$ cat src/rtl/trig_dispatcher.sv
// Trigger-in capture with round-robin command dispatch and a one-command handshake.
// Optional abort timeout is built only when TRIG_DISPATCH_TIMEOUT_EN is defined.
module trig_dispatcher #(
    parameter int unsigned TIMEOUT_CYCLES = 1024
) (
    input  logic        ep_clk,
    input  logic        ti_reset,
    input  logic [15:0] ep_trigger,
    input  logic [15:0] trig_mask,
    input  logic        cmd_ack,
    input  logic        status_clear,
    output logic        cmd_valid,
    output logic [3:0]  cmd_id,
    output logic [15:0] pending,
    output logic [15:0] overrun,
    output logic        timeout_flag,
    output logic        busy
);

    localparam logic [0:0] S_IDLE  = 1'b0;
    localparam logic [0:0] S_ISSUE = 1'b1;

    if (TIMEOUT_CYCLES < 2 || TIMEOUT_CYCLES > 65535) begin : g_bad_timeout
        $error("trig_dispatcher: TIMEOUT_CYCLES out of range 2..65535");
    end

    logic [0:0]  state;
    logic [3:0]  last_grant;
    logic [15:0] cap;
    logic [15:0] clr;
    logic        ack;
    logic        tmo;
    logic        done;
    logic [3:0]  pick;

    assign cap  = ep_trigger & ~trig_mask;
    assign ack  = (state == S_ISSUE) && cmd_ack;
    assign done = ack || tmo;
    assign clr  = done ? (16'h0001 << cmd_id) : 16'h0000;
    assign busy = (state == S_ISSUE);

`ifdef TRIG_DISPATCH_TIMEOUT_EN
    localparam logic [15:0] TO_LAST = 16'(TIMEOUT_CYCLES - 1);
    logic [15:0] cnt;
    // ack in the final cycle takes precedence over the abort
    assign tmo = (state == S_ISSUE) && !cmd_ack && (cnt == TO_LAST);
`else
    assign tmo = 1'b0;
    assign timeout_flag = 1'b0;
`endif

    // Scan from highest offset down so the last hit is the first set bit after last_grant.
    always_comb begin
        logic [3:0] idx;
        pick = last_grant;
        idx  = last_grant;
        for (int k = 16; k >= 1; k--) begin
            idx = last_grant + 4'(k);
            if (pending[idx]) pick = idx;
        end
    end

    always_ff @(posedge ep_clk) begin
        if (ti_reset) begin
            state      <= S_IDLE;
            cmd_valid  <= 1'b0;
            cmd_id     <= 4'd0;
            pending    <= 16'h0000;
            overrun    <= 16'h0000;
            last_grant <= 4'd15;
        end else begin
            // A trigger on the bit being retired re-arms it instead of overrunning.
            pending <= (pending & ~clr) | cap;
            overrun <= (status_clear ? 16'h0000 : overrun) | (cap & pending & ~clr);
            case (state)
                S_IDLE: begin
                    if (pending != 16'h0000) begin
                        state     <= S_ISSUE;
                        cmd_valid <= 1'b1;
                        cmd_id    <= pick;
                    end
                end
                default: begin
                    if (done) begin
                        state      <= S_IDLE;
                        cmd_valid  <= 1'b0;
                        last_grant <= cmd_id;
                    end
                end
            endcase
        end
    end

`ifdef TRIG_DISPATCH_TIMEOUT_EN
    always_ff @(posedge ep_clk) begin
        if (ti_reset) begin
            cnt          <= 16'd0;
            timeout_flag <= 1'b0;
        end else begin
            timeout_flag <= (status_clear ? 1'b0 : timeout_flag) | tmo;
            if (state == S_IDLE) cnt <= 16'd0;
            else                 cnt <= cnt + 16'd1;
        end
    end
`endif

endmodule

$ cat config.mk
export PLATFORM = sky130hd
export DESIGN_NAME = trig_dispatcher
export DESIGN_NICKNAME = d
export VERILOG_FILES = /design/src/rtl/trig_dispatcher.sv
export SDC_FILE = /design/constraint.sdc
export NUM_CORES = 1
export LEC_CHECK = 0
export BUFFER_PORTS_ARGS = -buffer_cell sky130_fd_sc_hd__buf_2
export CELL_PAD_IN_SITES_DETAIL_PLACEMENT = 2
export CELL_PAD_IN_SITES_GLOBAL_PLACEMENT = 2
export CORE_MARGIN = 2
export CORE_UTILIZATION = 30
export CTS_BUF_LIST = sky130_fd_sc_hd__clkbuf_16
export DETAILED_ROUTE_END_ITERATION = 10
export GPL_ROUTABILITY_DRIVEN = 0
export PLACE_DENSITY_LB_ADDON = 0.1
export SLEW_MARGIN = 5
export SYNTH_ARGS = -nofsm -noshare
export SYNTH_HDL_FRONTEND = slang
export SYNTH_SLANG_ARGS = --single-unit
export TNS_END_PERCENT = 100
$ cat constraint.sdc
create_clock -name ep_clk -period 3.2 [get_ports ep_clk]
set_input_delay 0.32 -clock ep_clk [delete_from_list [all_inputs] [get_ports ep_clk]]
set_output_delay 0.32 -clock ep_clk [all_outputs]
set_load 0.02 [all_outputs]
==> flow_summary.toml, run 1 <==
[clocking]
cts_sinks = 42
h-tree-depth = 2
clock_path_buffers = 2
clk_latency_ns = 0.30
root_buffer = "clkbuf_16"
clk_pin_slew_ns = 0.06
cts_tree = "yes"
numCtsBuffers = 5
ctsHoldBuffers = 0

[detailed_routing]
drtAntennaViolNets = 0
vias = 3581
drc = 0
drtIter0Drc = 200
avgRoutedWirePerCell_um = 22.1
routed_wl_mm = 14.1
vias_per_cell = 5.60
drt_first_pass_iters = 4

[placed_design]
placed_area_mm2 = 0.00415
place_worst_setup_slack_ns = 0.00649
port_buffers = 73
hpwl_mm = 10.8
dp_cells = 629

[floorplan]
die_w_um = 112
num_rows = 39
io_pins = 75
fp.dieH_um = 112
coreArea_mm2 = 0.0114
die_area_mm2 = 0.0126
start_util = 0.307

[yosys]
yosysSeqAreaShare = 0.240
yosys.cell_types.count = 63
ys_top_cells_by_count = "dfxtp_1, nor2_1, a21oi_1, nand2_1, o21ai_0"
synth-main-ff-cell = "dfxtp_1"
synth_edf_count = 0
synthArstFlopShare = 0
yosysWarningCount = 0
synthDominantCellAreaShare = 0.240
syn_inst = 408
synthMostInstantiatedCell = "dfxtp_1"
synth_top_area_cell = "dfxtp_1"
syn-num-nets = 451
synth-seq-cells = 42
synthesis.area_mm2 = 0.00351
ys_top_cells_by_area = "dfxtp_1, mux4_2, a21oi_1"
avgSynthCellArea_um2 = 8.60

[timing]
skew_ns = 0.00819
fin_crit_ns = 3.07
slew_headroom = 0.413
final-setup-viol-count = 0
worst_pin_slew_ns = 0.881
setup_slack_ns = 0.130
hold_viol = 0
tns_ns = 0
max_freq_mhz = 326
slew_violations = 0
finalCritPeriodShare = 0.959
hold_ws_ns = 0.259

[worst_setup_path]
path_buf_inv = 2
worstSetupPathType = "reg -> reg"
cpPeakStageDelay_ns = 0.53
ff2ff_setup_slack_ns = 0.13
crit_chain = "inv_1, buf_4, ha_1, mux4_2, mux2i_4, nor2b_1, or2_4, a21oi_1, o211ai_1, a211oi_2, nand4_1, a31o_1"
worstRegToRegCells = 12
path_delay_family = "multiplexers"
cp-start-kind = "register"
cp.required_ns = 3.39
worst_setup_path_end_kind = "register"
cp.arrival_ns = 3.26
rr_endpoint = "cmd_id[2]"
crit_fanout = 6
r2r_start = "last_grant[1]"
slowest_stage = "mux4_2"

[global_routing]
grt-ovfl-total = 0
grt_max_degree = 46
grtUsageTotal = 0.226
grt_pass1_vias = 3938
grt_pass1_wl_mm = 22.5
antenna_found_initial = 0

[final_layout]
fin_area_mm2 = 0.00439
fin_nets = 538
area_delta_synth_final_pct = 25.2
final_cells = 639
antenna_cells = 0
fin_util = 0.385
layout-drive-gt1-share = 0.323

[power]
peakVddDrop_mv = 0.195
power_mw = 2.46
p_per_area_mw_per_mm2 = 559
leakagePower_nw = 1.88

[run_status]
status = "completed"

[worst_hold_path]
holdPathStages = 2
hp-start = "cmd_ack"
min_delay_worst_endpoint = "busy"
hp-class = "in -> reg"

[run]
maxCapViolations = 0
## cell type report
cell class,count,area (µm²)
repair buffers,101,576
flip-flops and latches,42,842
clock buffers,5,125
clock inverters,3,41.3
well taps,143,179
fillers,1295,7030
inverters,13,48.8
multi-input cells,332,2580
## report_power, final
group / switching, mW / internal (mW)
clock: 0.223 / 0.365
sequential: 0.0778 / 0.569
combinational: 0.711 / 0.511
total: 1.01 / 1.44
## worst max-delay path by stage
| stage | startpoint | to | depth (start not counted) |
|---|---|---|---|
| after floorplan | last_grant[0] | cmd_id[2] | 12 |
| after global placement | last_grant[1] | cmd_id[2] | 12 |
| after detailed placement | last_grant[0] | cmd_id[0] | 12 |
| after CTS | last_grant[1] | cmd_id[2] | 13 |
| after global routing | last_grant[1] | cmd_id[2] | 12 |
| final | last_grant[1] | cmd_id[2] | 12 |
## registers in the layout (all words and copies together) (netlist names)
name,cells
cmd_valid,1
overrun,16
cmd_id,4
last_grant,4
pending,16
busy,1
## timing repair
| action | in CTS | in global routing |
|---|---|---|
| cloned | 0 | 0 |
| pin swaps | 0 | 2 |
| resized for setup | 1 | 16 |
| buffers inserted | 0 | 2 |
| endpoints found under the setup margin | 1 | 4 |
## worst register-to-register path, delay by kind of cell (launching register included)
kind,cells,cell delay (ns)
flip-flops,1,0.33
AND/OR/NAND/NOR,3,0.53
adder cells (fa/ha/maj),1,0.33
multiplexers,2,0.76
AO/OA/AOI/OAI,4,0.76
buffers and inverters,2,0.26
## per-layer routing
layer,vias to the layer above,routed length (µm),global-route usage
li1,1690,-,-
met1,1807,6480,0.298
met2,70,7050,0.396
met4,0,150,0.0504
met5,-,0,0
met3,14,414,0.0319
## cells in the final DEF (no fill, tap or decap), types with 13 or more instances in the layout
cell       instances
dfxtp_1           41
nor2_1            40
buf_4             28
o21ai_0           27
a2bb2oi_1         16
mux2i_1           13
a21oi_1           39
mux4_2            17
nand2_1           36
nand2b_1          22
buf_2             73
## kinds of logic (layout without fill, tap and decap cells)
logic type,Yosys count,count (layout),share of synthesized area
buffers and inverters,34,122,0.0478
AO/OA/AOI/OAI,124,124,0.231
adder cells (fa/ha/maj),7,7,0.0250
multiplexers,49,49,0.225
other,1,1,0.00107
flip-flops,42,42,0.240
AND/OR/NAND/NOR,138,138,0.193
XOR/XNOR,13,13,0.0367
Note: power is estimated with default switching activity, not from simulation.
==> run 2: changes to the inputs <==
- RECOVER_POWER: unset -> 25
==> flow_summary.toml, run 2 (synthesis results as in run 1) <==
[run_status]
status = "completed"

[worst_setup_path]
crit_fanout = 6
worst_setup_path_end_kind = "register"
cp.arrival_ns = 3.26
cp-start-kind = "register"
worstSetupPathType = "reg -> reg"
worstRegToRegCells = 12
cp.required_ns = 3.39

[placed_design]
hpwl_mm = 10.8
place_worst_setup_slack_ns = 0.00649
port_buffers = 73

[power]
power_mw = 2.45
leakagePower_nw = 1.81
peakVddDrop_mv = 0.195
p_per_area_mw_per_mm2 = 561

[detailed_routing]
vias_per_cell = 5.60
dr_wl_met3_um = 387
routed_wl_mm = 14.1
wl_met1_mm = 6.50
drt_first_pass_iters = 4
drc = 0
drtIter0Drc = 196
vias = 3580
drtAntennaViolNets = 0
wl_met2_mm = 7.03
highest_layer = "met4"
avgRoutedWirePerCell_um = 22.0

[final_layout]
area_delta_synth_final_pct = 24.6
final_cell_mix = "buf_2, dfxtp_1, nor2_1"
fin_util = 0.383
fill_cells = 1300
layout_commonest_cell = "buf_2"
layout-drive-gt1-share = 0.288
fin_nets = 538
antenna_cells = 0
top_regs = "overrun: 16 flops, pending: 16 flops"

[floorplan]
fp.dieH_um = 112
io_pins = 75
num_rows = 39
die_w_um = 112
die_area_mm2 = 0.0126
start_util = 0.307
coreArea_mm2 = 0.0114

[timing]
worst_pin_slew_ns = 0.880
fin_crit_ns = 3.07
skew_ns = 0.00747
finalCritPeriodShare = 0.959
max_freq_mhz = 326
slew_violations = 0
hold_ws_ns = 0.259
hold_viol = 0
final-setup-viol-count = 0
setup_slack_ns = 0.131
slew_headroom = 0.413

[clocking]
ctsHoldBuffers = 0
root_buffer = "clkbuf_16"
clk_pin_slew_ns = 0.06
h-tree-depth = 2
numCtsBuffers = 5
cts_sinks = 42
clock_path_buffers = 2
clk_latency_ns = 0.30
cts_tree = "yes"

[global_routing]
grtUsageTotal = 0.226
antenna_found_initial = 0
grt-ovfl-total = 0
grt_max_degree = 46
grt_pass1_wl_mm = 22.5
grt_pass1_vias = 3938

[run]
maxCapViolations = 0

[worst_hold_path]
hp-class = "in -> reg"
holdPathStages = 2
[run 2: changes by cell type in the layout (fill, tap and decap cells not counted)]
cell | before | now
buf_2 | 73 | 56
clkbuf_1 | 0 | 17
[run 2: worst paths after layout]
kind	start	to	slack [ns]
max	last_grant[1]	cmd_id[2]	0.13
min	cmd_ack	busy	0.26
min reg2reg	cmd_valid	cmd_valid	0.46
max reg2reg	last_grant[1]	cmd_id[2]	0.13
[run 2: metrics by stage]
stage	TNS (ns)	cells	cell area [µm²]
5_1_grt	-0.00211	639	4370
4_1_cts	0	637	4320
3_3_place_gp	0	629	4150
6_report	0	639	4370
3_5_place_dp	0	629	4150
2_1_floorplan	0	408	3540
[run 2: report_power, final]
part / switching, mW / leakage, nW / internal [mW] / total [mW]
logic: 0.711 / 1.38 / 0.509 / 1.22
clock network: 0.221 / 0.0812 / 0.365 / 0.587
registers: 0.0777 / 0.345 / 0.569 / 0.646
total: 1.01 / 1.81 / 1.44 / 2.45
[run 2: final cells by class]
class | instances | area, µm² | area share
Clock buffer | 5 | 125 | 0.0286
Clock inverter | 3 | 41.3 | 0.00945
Inverter | 13 | 48.8 | 0.0112
Multi-Input combinational cell | 332 | 2580 | 0.590
Sequential cell | 42 | 842 | 0.193
Tap cell | 143 | 179 | 0.0409
Timing Repair Buffer | 101 | 554 | 0.127
[run 2: repair_timing]
action	4_1_cts	5_1_grt
setup buffers	0	2
pin swaps	0	2
gates resized for setup	1	16
endpoints found under the setup margin	1	4
[run 2: worst max-delay path: stages (launching register included)]
cell and delay [ns]:
dfxtp_2 0.33, inv_1 0.07, buf_4 0.19, ha_1 0.33, mux4_2 0.53, mux2i_4 0.23
nor2b_1 0.09, or2_4 0.29, a21oi_1 0.16, o211ai_1 0.14, a211oi_2 0.26, nand4_1 0.15
a31o_1 0.20
[run 2: per-layer routing]
layer | vias to the layer above | GRT usage
li1 | 1690 | -
met1 | 1806 | 0.298
met2 | 70 | 0.396
met3 | 14 | 0.0319
met4 | 0 | 0.0504
met5 | - | 0
==> run 3: changes to the inputs <==
- CORE_UTILIZATION: 30 -> 35
- clock period: 3.2 -> 3.9 ns (I/O delays scaled with it)
==> flow_summary.toml, run 3 (synthesis results as in run 1) <==
[global_routing]
top_usage_layer = "met2"
grt-ovfl-total = 0
met3_usage = 0.0320
grt_pass1_wl_mm = 21.8
grt_use_met1 = 0.313
grt_max_degree = 46
grt_use_met2 = 0.461
antenna_found_initial = 0
grtUsageTotal = 0.254
grt_pass1_vias = 3933

[floorplan]
die_area_mm2 = 0.0108
coreArea_mm2 = 0.00973
start_util = 0.360
num_rows = 36
fp.dieH_um = 104
io_pins = 75
die_w_um = 104

[worst_setup_path]
path_delay_family = "multiplexers"
slowest_stage = "ha_1"
ff2ff_setup_slack_ns = 0.40
cp-start-kind = "register"
worst_setup_path_end_kind = "register"
crit_chain = "inv_1, ha_1, mux2_2, mux4_2, nor2_1, a21oi_2, and3_1, a2111oi_0, o22ai_1, a31o_1"
path_buf_inv = 1
crit_path_start = "last_grant[1]"
crit_end = "cmd_id[2]"
worstRegToRegCells = 10
cpPeakStageDelay_ns = 0.65
cp.arrival_ns = 3.69
cp_num_cells = 10
cp.required_ns = 4.09
r2r_start = "last_grant[1]"
crit_fanout = 13
rr_endpoint = "cmd_id[2]"
worstSetupPathType = "reg -> reg"

[clocking]
root_buffer = "clkbuf_16"
ctsHoldBuffers = 0
cts_tree = "yes"
clk_pin_slew_ns = 0.07
clock_path_buffers = 2
post_cts_buffers = 0
cts-resized-gates = 0
h-tree-depth = 2
numCtsBuffers = 5
cts_sinks = 42
clk_latency_ns = 0.29

[timing]
slew_violations = 0
worst_pin_slew_ns = 0.858
final-setup-viol-count = 0
hold_viol = 0
max_freq_mhz = 286
finalCritPeriodShare = 0.897
tns_ns = 0
skew_ns = 0.00825
fin_crit_ns = 3.50
rsz0062_at_grt = "false"
slew_headroom = 0.428

[final_layout]
top_regs = "overrun: 16 flops, pending: 16 flops"
fill_cells = 1160
antenna_cells = 0
layout-drive-gt1-share = 0.229
area_delta_synth_final_pct = 17.0
layout_commonest_cell = "buf_2"
final_cell_mix = "buf_2, dfxtp_1, nor2_1"
fin_nets = 518

[power]
leakagePower_nw = 1.71
power_mw = 1.84
peakVddDrop_mv = 0.176
p_per_area_mw_per_mm2 = 448

[detailed_routing]
drc = 0
drt_first_pass_iters = 4
vias = 3556
routed_wl_mm = 13.4
avgRoutedWirePerCell_um = 22.0
drtIter0Drc = 134
drtAntennaViolNets = 0
vias_per_cell = 5.84

[worst_hold_path]
hp-class = "in -> reg"

[run]
maxCapViolations = 0

[placed_design]
port_buffers = 73
hpwl_mm = 10.5

[run_status]
status = "completed"
==> run 3: cell types whose count changed in the layout (fill, tap and decap cells not counted), moves of 2 or more <==
cell / previous run / this run
a2111oi_0: 1 / 3
buf_4: 28 / 8
mux2i_1: 13 / 17
mux2i_2: 5 / 2
mux4_1: 3 / 5
mux4_2: 17 / 15
==> run 3: power by group <==
group	switching, mW	internal [mW]	total, mW	leakage (nW)
Sequential	0.0652	0.466	0.532	0.345
Clock	0.183	0.235	0.418	0.0750
Combinational	0.545	0.345	0.890	1.29
==> run 3: layer usage <==
| layer | up-vias | wire length [µm] | part of all wire |
|---|---|---|---|
| li1 | 1653 | - | - |
| met1 | 1795 | 5800 | 0.43 |
| met2 | 92 | 6860 | 0.51 |
| met3 | 16 | 486 | 0.036 |
| met4 | 0 | 256 | 0.019 |
| met5 | - | 0 | 0 |
==> run 3: how the worst min path moves through the flow <==
stage                     startpoint   endpoint  slack [ns]  depth (start not counted)
after floorplan              cmd_ack       busy        0.48                          1
final                        cmd_ack       busy        0.33                          2
after detailed placement   cmd_valid  cmd_valid        0.47                          2
after CTS                    cmd_ack       busy        0.33                          2
after global routing         cmd_ack       busy        0.36                          2
after global placement     cmd_valid  cmd_valid        0.44                          2
==> run 3: final cells by class <==
| cell class | count | area, µm² | share of cell area |
|---|---|---|---|
| clock buffers | 5 | 125 | 0.0305 |
| clock inverters | 3 | 17.5 | 0.00427 |
| inverters | 13 | 48.8 | 0.0119 |
| multi-input cells | 332 | 2500 | 0.609 |
| flip-flops and latches | 42 | 841 | 0.205 |
| well taps | 133 | 166 | 0.0406 |
| repair buffers | 81 | 405 | 0.0988 |
==> run 3: metrics by stage <==
stage | utilization | cells | setup WS [ns] | hold slack [ns] | cell area (µm²)
floorplan | - | 408 | 0.381 | 0.485 | 3510
global placement | 0.409 | 601 | 0.474 | 0.442 | 3980
detailed placement | 0.409 | 601 | 0.473 | 0.474 | 3980
CTS | 0.424 | 609 | 0.455 | 0.332 | 4120
global route | 0.422 | 609 | 0.245 | 0.365 | 4100
finish | 0.422 | 609 | 0.402 | 0.333 | 4100
